$ cat config.mk
export PLATFORM = sky130hd
export DESIGN_NAME = stopwatch_ctrl_flat
export DESIGN_NICKNAME = d
export VERILOG_FILES = /design/src/rtl/stopwatch_pkg.sv /design/src/rtl/stopwatch_ctrl_if.sv /design/src/rtl/stopwatch_ctrl_bcd_digit_ctr.sv /design/src/rtl/stopwatch_ctrl.sv /design/src/flat_wrapper.sv
export SDC_FILE = /design/constraint.sdc
export NUM_CORES = 1
export LEC_CHECK = 0
export ABC_CLOCK_PERIOD_IN_PS = 2700
export CORE_MARGIN = 2
export CORE_UTILIZATION = 53
export DETAILED_ROUTE_END_ITERATION = 16
export GPL_TIMING_DRIVEN = 0
export PLACE_DENSITY = 0.75
export SLEW_MARGIN = 10
export SYNTH_ARGS = -nofsm -noshare
export SYNTH_HDL_FRONTEND = slang
export SYNTH_SLANG_ARGS = --single-unit
$ cat constraint.sdc
create_clock -name clk -period 2.7 [get_ports clk]
set_input_delay 0.54 -clock clk [delete_from_list [all_inputs] [get_ports clk]]
set_output_delay 0.54 -clock clk [all_outputs]
set_load 0.01 [all_outputs]
$ cat src/rtl/stopwatch_pkg.sv
// Shared types and digit limits for the MM:SS stopwatch controller.
package stopwatch_pkg;

  typedef enum logic [1:0] {
    IDLE,
    RUN,
    FROZEN,
    PAUSE
  } sw_state_t;

  localparam logic [3:0] SEC_TENS_MAX = 4'd5;
  localparam logic [3:0] MIN_TENS_MAX = 4'd5;
  localparam logic [3:0] UNITS_MAX    = 4'd9;

  typedef struct packed {
    logic [3:0] m1;
    logic [3:0] m0;
    logic [3:0] s1;
    logic [3:0] s0;
  } bcd_time_t;

endpackage

$ cat src/rtl/stopwatch_ctrl_if.sv
// Button pulses in, BCD digits and status out, between the controller and its neighbours.
interface stopwatch_ctrl_if;
  logic       start_stop;
  logic       lap;
  logic       clear;
  logic [3:0] a;
  logic [3:0] b;
  logic [3:0] c;
  logic [3:0] d;
  logic       running;
  logic       frozen;

  modport master (
    output start_stop, lap, clear,
    input  a, b, c, d, running, frozen
  );

  modport slave (
    input  start_stop, lap, clear,
    output a, b, c, d, running, frozen
  );
endinterface

$ cat src/rtl/stopwatch_ctrl_bcd_digit_ctr.sv
// One BCD digit counting 0..MAX; carry is high on the increment that wraps it.
module bcd_digit_ctr
  import stopwatch_pkg::*;
#(
  parameter logic [3:0] MAX = UNITS_MAX
) (
  input  logic       clk,
  input  logic       rst,
  input  logic       clr,
  input  logic       inc,
  output logic [3:0] q,
  output logic [3:0] q_next,
  output logic       carry
);

  assign carry = inc && (q == MAX);

  always_comb begin
    q_next = q;
    if (clr) begin
      q_next = '0;
    end else if (inc) begin
      q_next = (q == MAX) ? '0 : q + 4'd1;
    end
  end

  always_ff @(posedge clk) begin
    if (rst) begin
      q <= '0;
    end else begin
      q <= q_next;
    end
  end

endmodule

$ cat src/rtl/stopwatch_ctrl.sv
// MM:SS stopwatch: prescaler, IDLE/RUN/FROZEN/PAUSE control, lap latch, registered digit outputs.
module stopwatch_ctrl
  import stopwatch_pkg::*;
#(
  parameter int unsigned TICK_DIV = 100_000_000
) (
  input logic             clk,
  input logic             rst,
  stopwatch_ctrl_if.slave bus
);

  localparam int unsigned   PW         = (TICK_DIV > 1) ? $clog2(TICK_DIV) : 1;
  localparam logic [PW-1:0] PRESC_LAST = PW'(TICK_DIV - 1);

  sw_state_t     state, state_next;
  logic [PW-1:0] presc;
  logic          counting, tick, load_lap;
  bcd_time_t     live, live_next, lap_q, lap_next;
  logic          s0_carry, s1_carry, m0_carry, wrap_unused;

  assign counting = (state == RUN) || (state == FROZEN);
  assign tick     = counting && (presc == PRESC_LAST);

  bcd_digit_ctr #(.MAX(UNITS_MAX)) u_s0 (
    .clk(clk), .rst(rst), .clr(bus.clear), .inc(tick),
    .q(live.s0), .q_next(live_next.s0), .carry(s0_carry)
  );
  bcd_digit_ctr #(.MAX(SEC_TENS_MAX)) u_s1 (
    .clk(clk), .rst(rst), .clr(bus.clear), .inc(s0_carry),
    .q(live.s1), .q_next(live_next.s1), .carry(s1_carry)
  );
  bcd_digit_ctr #(.MAX(UNITS_MAX)) u_m0 (
    .clk(clk), .rst(rst), .clr(bus.clear), .inc(s1_carry),
    .q(live.m0), .q_next(live_next.m0), .carry(m0_carry)
  );
  bcd_digit_ctr #(.MAX(MIN_TENS_MAX)) u_m1 (
    .clk(clk), .rst(rst), .clr(bus.clear), .inc(m0_carry),
    .q(live.m1), .q_next(live_next.m1), .carry(wrap_unused)
  );

  always_comb begin
    state_next = state;
    load_lap   = 1'b0;
    if (bus.clear) begin
      state_next = IDLE;
    end else begin
      unique case (state)
        IDLE:   if (bus.start_stop) state_next = RUN;
        RUN: begin
          if (bus.start_stop) begin
            state_next = PAUSE;
          end else if (bus.lap) begin
            state_next = FROZEN;
            load_lap   = 1'b1;
          end
        end
        FROZEN: begin
          if (bus.start_stop)  state_next = PAUSE;
          else if (bus.lap)    state_next = RUN;
        end
        PAUSE:  if (bus.start_stop) state_next = RUN;
        default: state_next = IDLE;
      endcase
    end
  end

  // Latch takes the registered (pre-increment) count even on a tick cycle.
  assign lap_next = load_lap ? live : lap_q;

  always_ff @(posedge clk) begin
    if (rst || bus.clear) begin
      presc <= '0;
    end else if (counting) begin
      presc <= tick ? '0 : presc + 1'b1;
    end
  end

  // Outputs are computed from next-state values so they stay fully registered.
  always_ff @(posedge clk) begin
    if (rst) begin
      state                      <= IDLE;
      lap_q                      <= '0;
      {bus.a, bus.b, bus.c, bus.d} <= '0;
      bus.running                <= 1'b0;
      bus.frozen                 <= 1'b0;
    end else begin
      state                      <= state_next;
      lap_q                      <= lap_next;
      {bus.a, bus.b, bus.c, bus.d} <= (state_next == FROZEN) ? lap_next : live_next;
      bus.running                <= (state_next == RUN) || (state_next == FROZEN);
      bus.frozen                 <= (state_next == FROZEN);
    end
  end

endmodule

$ cat src/flat_wrapper.sv
// flat-port wrapper written by rule: the top's interface ports become plain ports
module stopwatch_ctrl_flat import stopwatch_pkg::*;
#(
  parameter int unsigned TICK_DIV = 100_000_000
)
  (clk, rst, bus_start_stop, bus_lap, bus_clear, bus_a, bus_b, bus_c, bus_d, bus_running, bus_frozen);
  stopwatch_ctrl_if bus_i ();
  input logic clk;
  input logic rst;
  input wire logic [$bits(bus_i.start_stop)-1:0] bus_start_stop;
  input wire logic [$bits(bus_i.lap)-1:0] bus_lap;
  input wire logic [$bits(bus_i.clear)-1:0] bus_clear;
  output wire logic [$bits(bus_i.a)-1:0] bus_a;
  output wire logic [$bits(bus_i.b)-1:0] bus_b;
  output wire logic [$bits(bus_i.c)-1:0] bus_c;
  output wire logic [$bits(bus_i.d)-1:0] bus_d;
  output wire logic [$bits(bus_i.running)-1:0] bus_running;
  output wire logic [$bits(bus_i.frozen)-1:0] bus_frozen;
  assign bus_i.start_stop = bus_start_stop;
  assign bus_i.lap = bus_lap;
  assign bus_i.clear = bus_clear;
  assign bus_a = bus_i.a;
  assign bus_b = bus_i.b;
  assign bus_c = bus_i.c;
  assign bus_d = bus_i.d;
  assign bus_running = bus_i.running;
  assign bus_frozen = bus_i.frozen;
  stopwatch_ctrl #(.TICK_DIV(TICK_DIV)) u_core (.clk(clk), .rst(rst), .bus(bus_i));
endmodule
==> results by group, run 1 <==
Logic synthesis
  • Post-synth EDFFs: 0
  • #FFs+latches synth: 79
  • Post-synthesis cell count: 429
  • Async SR Flop Fraction: 0
  • Most frequent cell after synthesis: dfxtp_1
  • Synth Cell Area: 0.003696 mm2
  • Main area contributors after synthesis: dfxtp_1, nor2_1, xnor2_1
  • YS warnings: 0
  • Number of unique standard cell types used by synthesis: 50
  • Post-Synthesis Net Count: 439
  • Synth top area share: 0.4279
  • Post-synth top area cell: dfxtp_1
  • Sequential element share of the synthesized area: 0.4279
  • Synth cell count leaders: dfxtp_1, nor2_1, nand2_1
  • Avg Inst Size Synth: 8.615 um2
  • Main synth FF type: dfxtp_1

Worst setup path
  • Slowest stage cell on the critical path: or4_4
  • Crit. End Element: flop
  • Crit start category: flop
  • Worst path required time: 2.91 ns
  • Crit path largest cell delay: 0.56 ns
  • Worst Path Arrival: 2.82 ns
  • Setup CP Type: flop to flop
  • Worst-path maximum fanout: 10
  • Critical-path cell list: or4_1 -> or4_4 -> buf_6 -> or4_1 -> a21oi_2 -> nor2_1
  • Most Frequent Cell on Critical Path: or4_1

Floorplanning
  • Die Span Y: 87.51 um
  • Initial Util: 0.5470
  • Die area: 0.007658 mm2
  • Io pins: 23
  • Die width: 87.51 um
  • Row Count: 30
  • Core Region: 0.006756 mm2

Drt
  • First drt pass iteration count: 6
  • DRC viols: 0
  • Starting DRC count in detailed routing: 249
  • Post-route ant nets: 0
  • Detailed Route WL: 8.574 mm
  • Via count: 3208
  • Via density per instance: 5.886
  • Routed length per instance: 15.73 um

Timing
  • Final Max Slew Viols: 0
  • Fin crit share: 0.9649
  • Clock Skew: 0.01127 ns
  • PnR worst setup slack: 0.09483 ns
  • Fmax: 0.3839 GHz
  • Final hold violations: 0
  • Setup violators final: 0
  • Final hold slack: 0.4950 ns
  • Min cycle time layout: 2.605 ns
  • Slew @ Worst Pin: 0.7969 ns
  • Max_slew headroom: 0.4668

Layout
  • Final #Nets: 471
  • Final core occ: 0.6400
  • Fin area: 0.004324 mm2
  • Layout area overhead: 16.99%
  • Fillers: 578
  • Layout cells sized above 1: 0.1032
  • Ant diodes: 0

GRT
  • First-pass GRT wire length: 13.77 mm
  • Initial antenna violation count: 0
  • Global route overflow: 0
  • Vias in the first global route: 2884
  • GRT Resource Usage Total: 0.2316
  • Pin count of the biggest net entering global routing: 13

Placed design
  • Dpl ws: -0.9594 ns
  • Hpwl dp: 5.688 mm
  • Routability congestion estimate from global placement: 0.9129
  • I/O Buffers: 22
  • Post-DP Area: 0.004016 mm2

Clock tree
  • Clock Path Buffers: 2
  • Clock Latency Late Sink: 0.35 ns
  • Reg clk slew, reported paths: 0.08 ns
  • # hold bufs at CTS: 0
  • CTS tree: done
  • Clock root buffer: clkbuf_8
  • Clock H-tree levels: 3
  • Num CTS Buffers: 9
  • TritonCTS Sinks: 79

Power
  • Peak VDD IR: 0.0003189 V
  • Overall power: 2289 uW
  • Leakage power: 0.001352 uW
  • Cell Pwr Density: 529.5 mW/mm2

Outcome
  • Status: finished, final reports clean

Hold path
  • HP Class: flop to flop

Job
  • Maxcap violations: 0
[metal layers]
layer,up-vias,global-route usage,part of all wire
met2,108,0.3685,0.45
met4,0,0.07972,0.017
met5,-,0,0
li1,1567,-,-
met3,15,0.05118,0.057
met1,1518,0.3119,0.47
[layout by cell type (no fill, tap or decap), types with 4 or more instances in the layout]
cell type / Yosys / final
xor2_1: 4 / 4
nor4_1: 13 / 13
mux2i_1: 21 / 21
nor3b_1: 4 / 4
dfxtp_1: 79 / 78
nor4_2: 4 / 4
clkdlybuf4s50_1: 0 / 22
inv_1: 12 / 11
nand4b_1: 4 / 4
nand4_1: 7 / 7
or2_2: 4 / 4
or4_1: 5 / 5
xnor2_1: 28 / 28
or3_1: 8 / 7
clkbuf_1: 18 / 14
nor2_1: 71 / 70
buf_2: 4 / 5
o21ai_0: 4 / 4
nand2_1: 34 / 33
clkbuf_8: 0 / 9
nor3_1: 10 / 10
nor2b_1: 4 / 4
nand2b_1: 7 / 6
a21oi_1: 19 / 18
nand3_1: 14 / 14
a31oi_1: 4 / 4
buf_4: 0 / 4
[repair_timing]
action / 4_1_cts / 5_1_grt
pin swaps: 2 / 3
endpoints found under the setup margin: 53 / 40
gates resized for setup: 12 / 11
setup buffers: 3 / 0
endpoints found under the hold margin: 0 / 0
[worst max-delay path, delay by kind of cell (launching register included)]
family / cells / cell delay (ns)
flops: 1 / 0.39
compound gates: 1 / 0.21
buf+inv: 1 / 0.17
simple gates: 4 / 1.69
[final timing paths]
check / endpoint / cells after the start / slack, ns / startpoint
hold reg to reg: u_core.presc[1] / 2 / 0.49 / u_core.presc[1]
setup reg to reg: u_core.u_s1.q[2] / 6 / 0.09 / u_core.presc[8]
setup / recovery: u_core.u_s1.q[2] / 6 / 0.09 / u_core.presc[8]
hold / removal: u_core.presc[1] / 2 / 0.49 / u_core.presc[1]
[cells by family (layout without fill, tap and decap cells)]
logic type / count (synthesis) / count (layout) / synth area share
multiplexers: 21 / 21 / 0.05687
buffers and inverters: 38 / 74 / 0.04197
flip-flops: 79 / 79 / 0.4279
XOR/XNOR: 32 / 32 / 0.07583
AO/OA/AOI/OAI: 45 / 45 / 0.08057
AND/OR/NAND/NOR: 209 / 209 / 0.2999
adder cells (fa/ha/maj): 5 / 5 / 0.01693
[where the power goes]
part | leakage (uW) | switching [uW] | internal, uW | total (uW)
sequential | 0.000637 | 2.41 | 1170 | 1170
combinational | 0.000602 | 57.6 | 34.7 | 92.3
clock | 0.000113 | 417 | 609 | 1030
total | 0.00135 | 477 | 1810 | 2290
[stage by stage]
| stage | cells | setup TNS, ns |
|---|---|---|
| after floorplan | 429 | 0 |
| after global routing | 545 | -0.003304 |
| after CTS | 546 | 0 |
| after detailed placement | 531 | -24.29 |
| final | 545 | 0 |
| after global placement | 531 | -21.29 |
[state kept, by name (all words and copies together) (netlist names)]
name and cells:
u_core.presc 27, u_core.lap_q 16, u_core.bus.a 4, u_core.bus.b 4
u_core.bus.c 4, u_core.bus.d 4, u_core.u_m0.q 4, u_core.u_m1.q 4
u_core.u_s0.q 4, u_core.u_s1.q 4, u_core.state 2, u_core.bus.frozen 1
u_core.bus.running 1
[layout make-up]
cell class | instances | area, um2 | share of cell area
well taps | 80 | 100.1 | 0.02315
multi-input cells | 312 | 2026 | 0.4685
clock inverters | 4 | 95.09 | 0.02199
plain buffers | 22 | 101.3 | 0.02344
inverters | 12 | 45.04 | 0.01042
flip-flops and latches | 79 | 1583 | 0.3660
clock buffers | 11 | 131.4 | 0.03038
repair buffers | 25 | 242.7 | 0.05613
Note: power is estimated with default switching activity, not from simulation.
==> run 2: changes to the inputs <==
Settings changed: CORE_UTILIZATION 53 to 43, PLACE_DENSITY 0.75 to unset.
==> results by group, run 2 (synthesis results as in run 1) <==
Floorplanning
  • Core Region: 0.008258 mm2 (+22%)
  • Io pins: 23 (unchanged)
  • Die Span Y: 96.71 um (+11%)
  • Initial Util: 0.4476 (-0.09946)
  • Die width: 96.71 um (+11%)
  • Row Count: 33 (+10%)
  • Die area: 0.009353 mm2 (+22%)

Timing
  • Clock Skew: 0.008294 ns (-0.002976 ns)
  • Fmax: 0.3852 GHz (+0.35%)
  • Final hold violations: 0 (unchanged)
  • Min cycle time layout: 2.596 ns (-0.009043 ns)
  • Slew @ Worst Pin: 0.7357 ns (-0.06117 ns)
  • Final Max Slew Viols: 0 (unchanged)
  • Max_slew headroom: 0.5077 (+0.04093)
  • Setup violators final: 0 (unchanged)
  • Fin crit share: 0.9615 (-0.003349)

Drt
  • Via density per instance: 5.383 (-8.5%)
  • Routed length per instance: 14.94 um (-5.0%)
  • Detailed Route WL: 8.577 mm (about the same)
  • Via count: 3090 (-3.7%)
  • Starting DRC count in detailed routing: 187 (-25%)
  • First drt pass iteration count: 4 (-2)
  • DRC viols: 0 (unchanged)
  • Post-route ant nets: 0 (unchanged)

Hold path
  • Worst hold path endpoint: u_core.presc[1]
  • Hold wc startpoint: u_core.presc[1]
  • Hold path cells: 2 (unchanged)
  • HP Class: flop to flop

Power
  • Cell Pwr Density: 495.4 mW/mm2 (-6.4%)
  • Peak VDD IR: 0.0003269 V (+2.5%)
  • Leakage power: 0.001365 uW (+0.95%)

GRT
  • Global route overflow: 0 (unchanged)
  • First-pass GRT wire length: 14.01 mm (+1.7%)
  • Vias in the first global route: 2801 (-2.9%)
  • Pin count of the biggest net entering global routing: 14 (+1)
  • Initial antenna violation count: 0 (unchanged)
  • GRT Resource Usage Total: 0.1819 (-0.04968)

Layout
  • Most frequent cells in the layout: dfxtp_1, nor2_1, nand2_1
  • Final core occ: 0.5305 (-0.1095)
  • Ant diodes: 0 (unchanged)
  • Fin area: 0.004380 mm2 (+1.3%)
  • Commonest non-fill, non-tap cell in the layout: dfxtp_1
  • Layout area overhead: 18.52%
  • Number of flip-flops in the largest register: 27 (unchanged)
  • Largest registers: u_core.presc: 27 flops, u_core.lap_q: 16 flops
  • Final #Nets: 474 (+0.64%)
  • Layout cells sized above 1: 0.1237 (+0.02044)
  • Largest reg by FF count: u_core.presc

Worst setup path
  • Worst reg-to-reg path cell count: 6 (unchanged)
  • Setup CP Type: flop to flop
  • Worst R2R Start: u_core.presc[8]
  • Worst R2R End: u_core.bus.c[2]
  • Worst-path maximum fanout: 10 (unchanged)
  • R2r setup slk: 0.10 ns (about the same)
  • Worst Path Arrival: 2.82 ns (about the same)
  • Crit start category: flop
  • Crit. End Element: flop
  • Worst path required time: 2.92 ns (about the same)

Placed design
  • Post-DP Area: 0.004048 mm2 (+0.78%)
  • I/O Buffers: 22 (unchanged)
  • Hpwl dp: 6.043 mm (+6.2%)
  • Routability congestion estimate from global placement: 0.8526 (-6.6%)

Clock tree
  • Reg clk slew, reported paths: 0.08 ns (about the same)
  • TritonCTS Sinks: 79 (unchanged)
  • # hold bufs at CTS: 0 (unchanged)
  • Num CTS Buffers: 9 (unchanged)
  • Clock Path Buffers: 2 (unchanged)
  • Clock H-tree levels: 3 (unchanged)
  • Clock Latency Late Sink: 0.35 ns (about the same)
  • Clock root buffer: clkbuf_8
  • CTS tree: done

Outcome
  • Status: finished, final reports clean

Job
  • Maxcap violations: 0 (unchanged)
-- run 2: through the flow --
stage               hold WS [ns]  std cells  setup slack (ns)   TNS, ns  total power (uW)
CTS                       0.4883        572           0.02042         0              2188
floorplan                 0.4511        429          0.007918         0              1247
global placement          0.4678        556           -0.9481    -26.49              1282
global route              0.5169        574          -0.01140  -0.01140              2250
finish                    0.4832        574            0.1039         0              2170
detailed placement        0.4755        556           -0.9988    -27.19              1283
-- run 2: power breakdown --
part           internal [uW]  switching (uW)  leakage [uW]
Sequential              1170            2.47      0.000637
Clock                    476             432      0.000105
Combinational           34.4            56.6      0.000623
Total                   1680             491       0.00136
-- run 2: what timing repair did --
action                                  CTS  global route
buffers inserted                          3             3
endpoints found under the setup margin   53            42
pin swaps                                 2             3
gates resized for setup                  15            13
hold endpoints to repair                  0             0
-- run 2: routing by layer --
layer	share of wire	vias to the layer above	routed length (um)	track usage
met3	0.042	9	357	0.03613
met5	0	-	0	0
met2	0.44	52	3733	0.2660
li1	-	1576	-	-
met1	0.51	1453	4400	0.2725
met4	0.010	0	86	0.04875
-- run 2: final cells by class --
type / count / area [um2]
inverter: 12 / 45.04
clock buffer: 11 / 151.4
tap: 105 / 131.4
sequential: 79 / 1583
multi-input combinational: 312 / 2037
buffer: 22 / 111.4
timing repair buffer: 28 / 265.3
fill: 812 / 3877
clock inverter: 5 / 56.30
-- run 2: critical path: stages, from the launching register on --
cell and delay (ns):
dfxtp_1 0.38, or4_1 0.53, or4_4 0.57, buf_6 0.17
or4_1 0.53, a21oi_2 0.20, o22ai_1 0.09
-- run 2: worst max path at each step --
stage / startpoint / to / slack (ns) / cells after the start
after CTS: u_core.state[0] / u_core.presc[13] / 0.02 / 11
final: u_core.presc[8] / u_core.bus.c[2] / 0.10 / 6
after floorplan: u_core.state[0] / u_core.u_m0.q[3] / 0.008 / 10
after global routing: bus_start_stop / u_core.bus.d[0] / -0.01 / 12
after global placement: bus_start_stop / u_core.bus.a[0] / -0.95 / 14
after detailed placement: bus_start_stop / u_core.bus.a[0] / -1.0 / 14
